`config.mk`:
```
export PLATFORM = sky130hd
export DESIGN_NAME = omsp_spm_key_latch
export DESIGN_NICKNAME = d
export VERILOG_FILES = /design/src/rtl/omsp_spm_key_latch.sv
export SDC_FILE = /design/constraint.sdc
export NUM_CORES = 1
export LEC_CHECK = 0
export ABC_CLOCK_PERIOD_IN_PS = 21600
export CORE_MARGIN = 2
export CORE_UTILIZATION = 55
export CTS_CLUSTER_SIZE = 40
export DETAILED_ROUTE_END_ITERATION = 12
export PLACE_DENSITY_LB_ADDON = 0.1
export SLEW_MARGIN = 10
export SYNTH_ARGS = -nofsm -noshare
export SYNTH_HDL_FRONTEND = slang
export SYNTH_SLANG_ARGS = --single-unit
```
`constraint.sdc`:
```
create_clock -name clk -period 21.6 [get_ports clk]
set_clock_uncertainty 0.15 [all_clocks]
set_input_delay 2.16 -clock clk [delete_from_list [all_inputs] [get_ports clk]]
set_output_delay 2.16 -clock clk [all_outputs]
set_load 0.005 [all_outputs]
```
`src/rtl/omsp_spm_key_latch.sv`:
```
// rtl/omsp_spm_key_latch.sv - stages HKDF key words and commits the full key atomically
// Optional feature: define SPM_KEY_ZEROIZE_EN to scrub key material on abort/clear and mask reads.
module omsp_spm_key_latch #(
    parameter int KEY_WORDS = 8
) (
    input  logic                    clk,
    input  logic                    reset,
    input  logic                    hmac_reset_i,
    input  logic                    write_key_i,
    input  logic [15:0]             key_word_in_i,
    input  logic                    key_clear_i,
    input  logic [2:0]              key_rd_idx_i,
    output logic [16*KEY_WORDS-1:0] key_out_o,
    output logic [15:0]             key_rd_data_o,
    output logic                    key_valid_o,
    output logic                    capturing_o,
    output logic                    key_commit_o,
    output logic                    key_abort_o
);
    localparam int CW = $clog2(KEY_WORDS) + 1;
    localparam logic [CW-1:0] LAST_CNT = CW'(KEY_WORDS - 1);

    typedef enum logic [1:0] {
        EMPTY = 2'd0,
        FILL  = 2'd1,
        HOLD  = 2'd2
    } state_e;

    state_e                  state_q, state_d;
    logic [CW-1:0]           wcnt_q, wcnt_d;
    logic [15:0]             stage_q [KEY_WORDS];
    logic [15:0]             stage_d [KEY_WORDS];
    logic [16*KEY_WORDS-1:0] key_q, key_d;
    logic                    key_valid_q, key_valid_d;
    logic                    commit_q, abort_q;
    logic                    accept, last_word, abort;

    // hmac_reset outranks write_key, so a strobe during abort/idle is never staged
    assign accept    = write_key_i && !hmac_reset_i;
    assign abort     = hmac_reset_i && (state_q == FILL);
    assign last_word = accept && (wcnt_q == LAST_CNT);

    always_ff @(posedge clk or posedge reset) begin
        if (reset) begin
            state_q <= EMPTY;
        end else begin
            state_q <= state_d;
        end
    end

    always_comb begin
        state_d = state_q;
        if (abort) begin
            state_d = (key_valid_q && !key_clear_i) ? HOLD : EMPTY;
        end else if (last_word) begin
            state_d = HOLD;
        end else if (accept) begin
            state_d = FILL;
        end else if (state_q != FILL && key_clear_i) begin
            state_d = EMPTY;
        end
    end

    always_comb begin
        capturing_o  = (state_q == FILL);
        key_valid_o  = key_valid_q;
        key_commit_o = commit_q;
        key_abort_o  = abort_q;
        key_out_o    = key_q;
    end

    always_comb begin
        wcnt_d = wcnt_q;
        if (abort || last_word) begin
            wcnt_d = '0;
        end else if (accept) begin
            wcnt_d = wcnt_q + CW'(1);
        end
    end

    // Word n of the key (MSW first) lands in stage[KEY_WORDS-1-n]
    always_comb begin
        for (int i = 0; i < KEY_WORDS; i++) begin
            stage_d[i] = stage_q[i];
`ifdef SPM_KEY_ZEROIZE_EN
            if (abort || (key_clear_i && !accept)) begin
                stage_d[i] = '0;
            end
`endif
            if (accept && (i == KEY_WORDS - 1 - int'(wcnt_q))) begin
                stage_d[i] = key_word_in_i;
            end
        end
    end

    always_comb begin
        key_d = key_q;
        if (last_word) begin
            for (int i = 0; i < KEY_WORDS; i++) begin
                key_d[16*i +: 16] = (i == 0) ? key_word_in_i : stage_q[i];
            end
        end
`ifdef SPM_KEY_ZEROIZE_EN
        else if (key_clear_i) begin
            key_d = '0;
        end
`endif
    end

    // A commit in the same cycle as a clear wins
    always_comb begin
        key_valid_d = key_valid_q;
        if (last_word) begin
            key_valid_d = 1'b1;
        end else if (key_clear_i) begin
            key_valid_d = 1'b0;
        end
    end

    always_ff @(posedge clk or posedge reset) begin
        if (reset) begin
            wcnt_q      <= '0;
            key_q       <= '0;
            key_valid_q <= 1'b0;
            commit_q    <= 1'b0;
            abort_q     <= 1'b0;
            for (int i = 0; i < KEY_WORDS; i++) begin
                stage_q[i] <= '0;
            end
        end else begin
            wcnt_q      <= wcnt_d;
            key_q       <= key_d;
            key_valid_q <= key_valid_d;
            commit_q    <= last_word;
            abort_q     <= abort;
            for (int i = 0; i < KEY_WORDS; i++) begin
                stage_q[i] <= stage_d[i];
            end
        end
    end

    always_comb begin
        key_rd_data_o = '0;
        for (int i = 0; i < KEY_WORDS; i++) begin
            if (int'(key_rd_idx_i) == i) begin
                key_rd_data_o = key_q[16*(KEY_WORDS-1-i) +: 16];
            end
        end
`ifdef SPM_KEY_ZEROIZE_EN
        if (!key_valid_q) begin
            key_rd_data_o = '0;
        end
`endif
    end

endmodule

```
After elaboration in Yosys (flattened, before gate mapping)
Cells that the tools add are included.

Bits in registers: 249. Input port bits: 24.

$add $sub $neg: 2. Equal/unequal tests: 17. Muxes and demuxes: 17. Reduce and logical (&&, ||, !) cells: 19.

Operators by type and width (number): $mux W16 (8); $eq A4 B5 Y1 const A (4); $eq A3 B3 Y1 const B (4); $logic_and A1 B1 Y1 (12); $eq A3 B5 Y1 const A (2); $mux W2 (5); $mux W4 (2); $eq A3 B2 Y1 const B (2); $eq A2 B5 Y1 const A (1); $sub A3 B4 Y5 const A (1); $add A4 B1 Y4 const B (1); $eq A4 B3 Y1 const B (1); $reduce_bool A2 Y1 (2); $reduce_bool A4 Y1 (1); $eq A3 B1 Y1 const B (1); $logic_not A3 Y1 (1); $eq A2 B1 Y1 const B (1); $logic_not A1 Y1 (2); $mux W1 (2); $ne A2 B1 Y1 const B (1); $logic_or A1 B1 Y1 (1).

Longest topological paths before layout
Word-level depth: 9. Gate-level depth with buffers: 7. Depth with buffers taken out: 5.

Worst setup path after synthesis
Ideal clock, no wire load.

Kind: input to output. Start: in key_rd_idx_i[0]. End: out key_rd_data_o[14]. Data arrival time: 3.307 ns. Data required time: 19.290 ns. Setup slack: 15.983 ns. Cell stages on the path: 6. Buffers on the path: 3. Cells stage by stage: buf_2 -> buf_2 -> clkbuf_1 -> mux4_2 -> o31ai_1 -> o21ai_0.

Longest elaborated chain between the ends: 9. Elaborated cells between the ends (all ways): 16.

Ends and longest elaborated chain: start: declaration (line 12) `input logic [2:0] key_rd_idx_i,`; $logic_not A3 Y1 (line 145) `if (int'(key_rd_idx_i) == i) begin`; $mux W16 (7 in series) (line 145); $mux W16 * (line 145); end: declaration (line 14) `output logic [15:0] key_rd_data_o,`.

Mark *: on every way between the ends. The rest lies on a longest branch, timed or not.

Worst setup path after layout
Start: in key_rd_idx_i[2]. End: out key_rd_data_o[8].

Same word-level chain as after synthesis.

==> impl_table.tex <==
\begin{tabular}{lr}
\hline
Metric & Value \\
\hline
\multicolumn{2}{l}{\textbf{Clocking}} \\
CTS tree & yes \\
Post-CTS setup buffer count & 0 \\
CTS clk-pin slew, worst paths & 0.05 ns \\
Latest clock arrival within the worst-skew pair & 0.52 ns \\
Clk sink count & 249 \\
CTS Buffer Depth & 3 \\
Number of buffers inserted for hold repair after clock tree synthesis & 0 \\
\# resized after CTS & 0 \\
Number of buffers created by CTS & 26 \\
Buffer type at the clock tree root & clkbuf\_16 \\
Number of H-tree levels & 1 \\
\multicolumn{2}{l}{\textbf{Power}} \\
Power per cell area & 91.06 nW/um2 \\
Static power due to leakage & 6.404 nW \\
Net Switching & 311.5 uW \\
Share of total power in the clock network & 33.8\% \\
Overall power after layout & 1.274 mW \\
Cell internal pwr & 962.1 uW \\
Net switching share of the total power & 24.46\% \\
Part of the total power dissipated in combinational logic & 16.9\% \\
Sequential share of power & 49.3\% \\
Peak VDD IR & 0.00006017 V \\
\multicolumn{2}{l}{\textbf{STA}} \\
Relative slew margins & 21.69\% \\
Least-Margin Pin Slew & 1.175 ns \\
Finish-stage setup viols & 0 \\
Part of the cycle the worst path needs & 34.04\% \\
Minimum hold slack & 0.3455 ns \\
Slack of the critical path & 14.25 ns \\
Final critical-path required period & 7.353 ns \\
Final setup TNS & 0 ns \\
Total count of max-transition violations in the final report & 0 \\
Fmax & 0.1360 GHz \\
RSZ-0062 raised after global routing & no \\
Final hold violation count & 0 \\
\multicolumn{2}{l}{\textbf{Finish}} \\
Filler cell count in the final layout & 1431 \\
Final non-filler cell total & 1162 \\
Antenna cell count & 0 \\
Finished Cell Area & 13990 um2 \\
\# nets final & 905 \\
Fraction of final layout cells sized beyond drive strength 1 & 38.90\% \\
Area taken by multi-input logic gates & 4807 um2 \\
Combined flip-flop and latch cell area & 6231 um2 \\
Fraction of the core area covered by cells at the end of the flow & 68.68\% \\
Growth of design area from synthesis to finish & 21.66\% \\
\multicolumn{2}{l}{\textbf{GRT}} \\
First-pass GRT wire length & 43.10 mm \\
Overflow after GRT & 0 \\
Number of global-route vias before repair & 7070 \\
Number of antenna violations at the first check in global routing & 0 \\
Overall global routing resource usage & 25.16\% \\
Largest net degree at the start of global routing & 103 \\
\multicolumn{2}{l}{\textbf{Worst setup path}} \\
Crit path max fanout & 34 \\
Startpoint Class & primary input \\
Required time of the critical path & 19.29 ns \\
Critical Path End Type & primary output \\
Crit Path Category & primary input to primary output \\
Data arrival time at the worst-slack endpoint & 5.04 ns \\
\multicolumn{2}{l}{\textbf{Yosys}} \\
Proportion of synthesized chip area in sequential cells & 54.20\% \\
Largest cells by area after synthesis & dfrtp\_1 54\%, mux2\_4 16\%, mux2\_2 13\%, mux4\_2 3.3\%, buf\_12 2.1\% \\
Most frequent cells after synthesis & 249 x dfrtp\_1, 128 x mux2\_2, 120 x mux2\_4 \\
Post-synthesis cell type with the largest combined area & dfrtp\_1 \\
Number of enable-type register cells in the synthesized netlist & 0 \\
Top cell type's share of synthesized area & 54.20\% \\
Yosys warning count & 0 \\
Total standard cell area after synthesis & 11500 um2 \\
Leading register cell type out of synthesis & dfrtp\_1 \\
Mean instance size in the synthesized netlist & 16.03 um2 \\
Share of synthesized flip-flops with an asynchronous set or reset & 100.0\% \\
Cells after synthesis & 717 \\
Most repeated cell in the gate-level netlist after synthesis & dfrtp\_1 \\
Synth unique cells & 43 \\
Synthesis-stage register bit count & 249 \\
Total nets after synthesis & 745 \\
\multicolumn{2}{l}{\textbf{Die}} \\
Floorplan die height & 148.6 um \\
Count of pins on the block boundary & 172 \\
Floorplan die width & 148.6 um \\
Area inside the core boundary & 20360 um2 \\
Die outline area & 22070 um2 \\
Effective utilization at floorplan & 56.45\% \\
Number of rows in the core area & 52 \\
\multicolumn{2}{l}{\textbf{Placed design}} \\
Final weighted congestion of routability-driven global placement & 0.8964 \\
PortBufs & 171 \\
Number of instances in the placed design & 1119 \\
Placed instance area & 13160 um2 \\
Pre-CTS setup slack & 14.31 ns \\
Post-DP HPWL & 18.76 mm \\
\multicolumn{2}{l}{\textbf{Job}} \\
Number of max-cap violations & 0 \\
\multicolumn{2}{l}{\textbf{Outcome}} \\
Status & complete, no violations \\
\multicolumn{2}{l}{\textbf{Hold path}} \\
Worst min-delay path category & flop to flop \\
\multicolumn{2}{l}{\textbf{Route}} \\
Via count & 6774 \\
WL/cell & 23.62 um \\
Number of remaining DRC errors & 0 \\
Routed wire length & 27.45 mm \\
Final ANT Viol Nets & 0 \\
Number of detailed-routing iterations run before antenna repair & 5 \\
Vias per std cell & 5.830 \\
Drt first-iter violations & 363 \\
\hline
\end{tabular}
==> path summary, 6_finish.rpt <==
check | endpoint | slack (ns) | from | depth (start not counted)
max in group asynchronous | key_out_o[20] | 17.81 | reset | 3
min | key_out_o[45] | 0.35 | stage_q[93] | 1
max reg2reg | key_out_o[32] | 18.19 | wcnt_q[0] | 5
min in group asynchronous | key_out_o[75] | 1.99 | reset | 2
max | key_rd_data_o[8] | 14.25 | key_rd_idx_i[2] | 7
min reg2reg | key_out_o[45] | 0.35 | stage_q[93] | 1
==> sequential cells by signal, indices dropped and copies added (netlist names) <==
register and cells:
key_out_o 128, stage_q 112, wcnt_q 4, state_q 2, key_abort_o 1, key_commit_o 1
key_valid_o 1
==> cell type report <==
type                            instances  share of cell area [%]
Timing Repair Buffer                  177                   12.49
Sequential cell                       249                   44.55
Inverter                                7                  0.2773
Tap cell                              270                   2.415
Clock buffer                           38                   5.484
Clock inverter                          5                  0.4115
Multi-Input combinational cell        416                   34.37
==> routing by layer <==
layer,GRT usage [%],wire [um]
met5,0,0
met4,5.381,485
met3,3.620,1321
met2,37.99,12600
met1,39.14,13050
==> critical path: stages <==
cell,delay (ns)
clkdlybuf4s50_1,0.45
buf_4,0.30
nor2b_1,0.93
a221o_1,0.34
a21oi_1,0.08
nor2_1,0.21
clkdlybuf4s50_1,0.54
==> cells by family (layout without fill, tap and decap cells) <==
family,after synthesis,after routing,synth area share (%)
xor+xnor,1,1,0.07620
simple gates,68,68,4.049
mux,270,270,32.03
compound gates,73,73,5.224
fa+ha+maj,4,4,0.4354
buf+inv,52,227,3.983
flops,249,249,54.20
==> placed cells by master (no fill, tap or decap), drive strengths merged, types with 6 or more instances in the layout <==
master	instances
dfrtp	249
nor4bb	6
a221o	13
a21oi	18
mux2	253
a21bo	13
a221oi	13
inv	6
and4bb	8
nand3	7
o21ai	8
mux4	17
clkbuf	38
nor2	18
buf	8
clkdlybuf4s50	169
nand2	14
==> power by group through the flow <==
stage / registers (mW) / logic [mW] / clock network (mW)
global placement: 0.626 / 0.207 / 0
CTS: 0.627 / 0.218 / 0.438
detailed placement: 0.634 / 0.216 / 0
floorplan: 0.615 / 0.151 / 0
global route: 0.639 / 0.232 / 0.458
finish: 0.628 / 0.215 / 0.430
(Power assumes the default switching activity.)
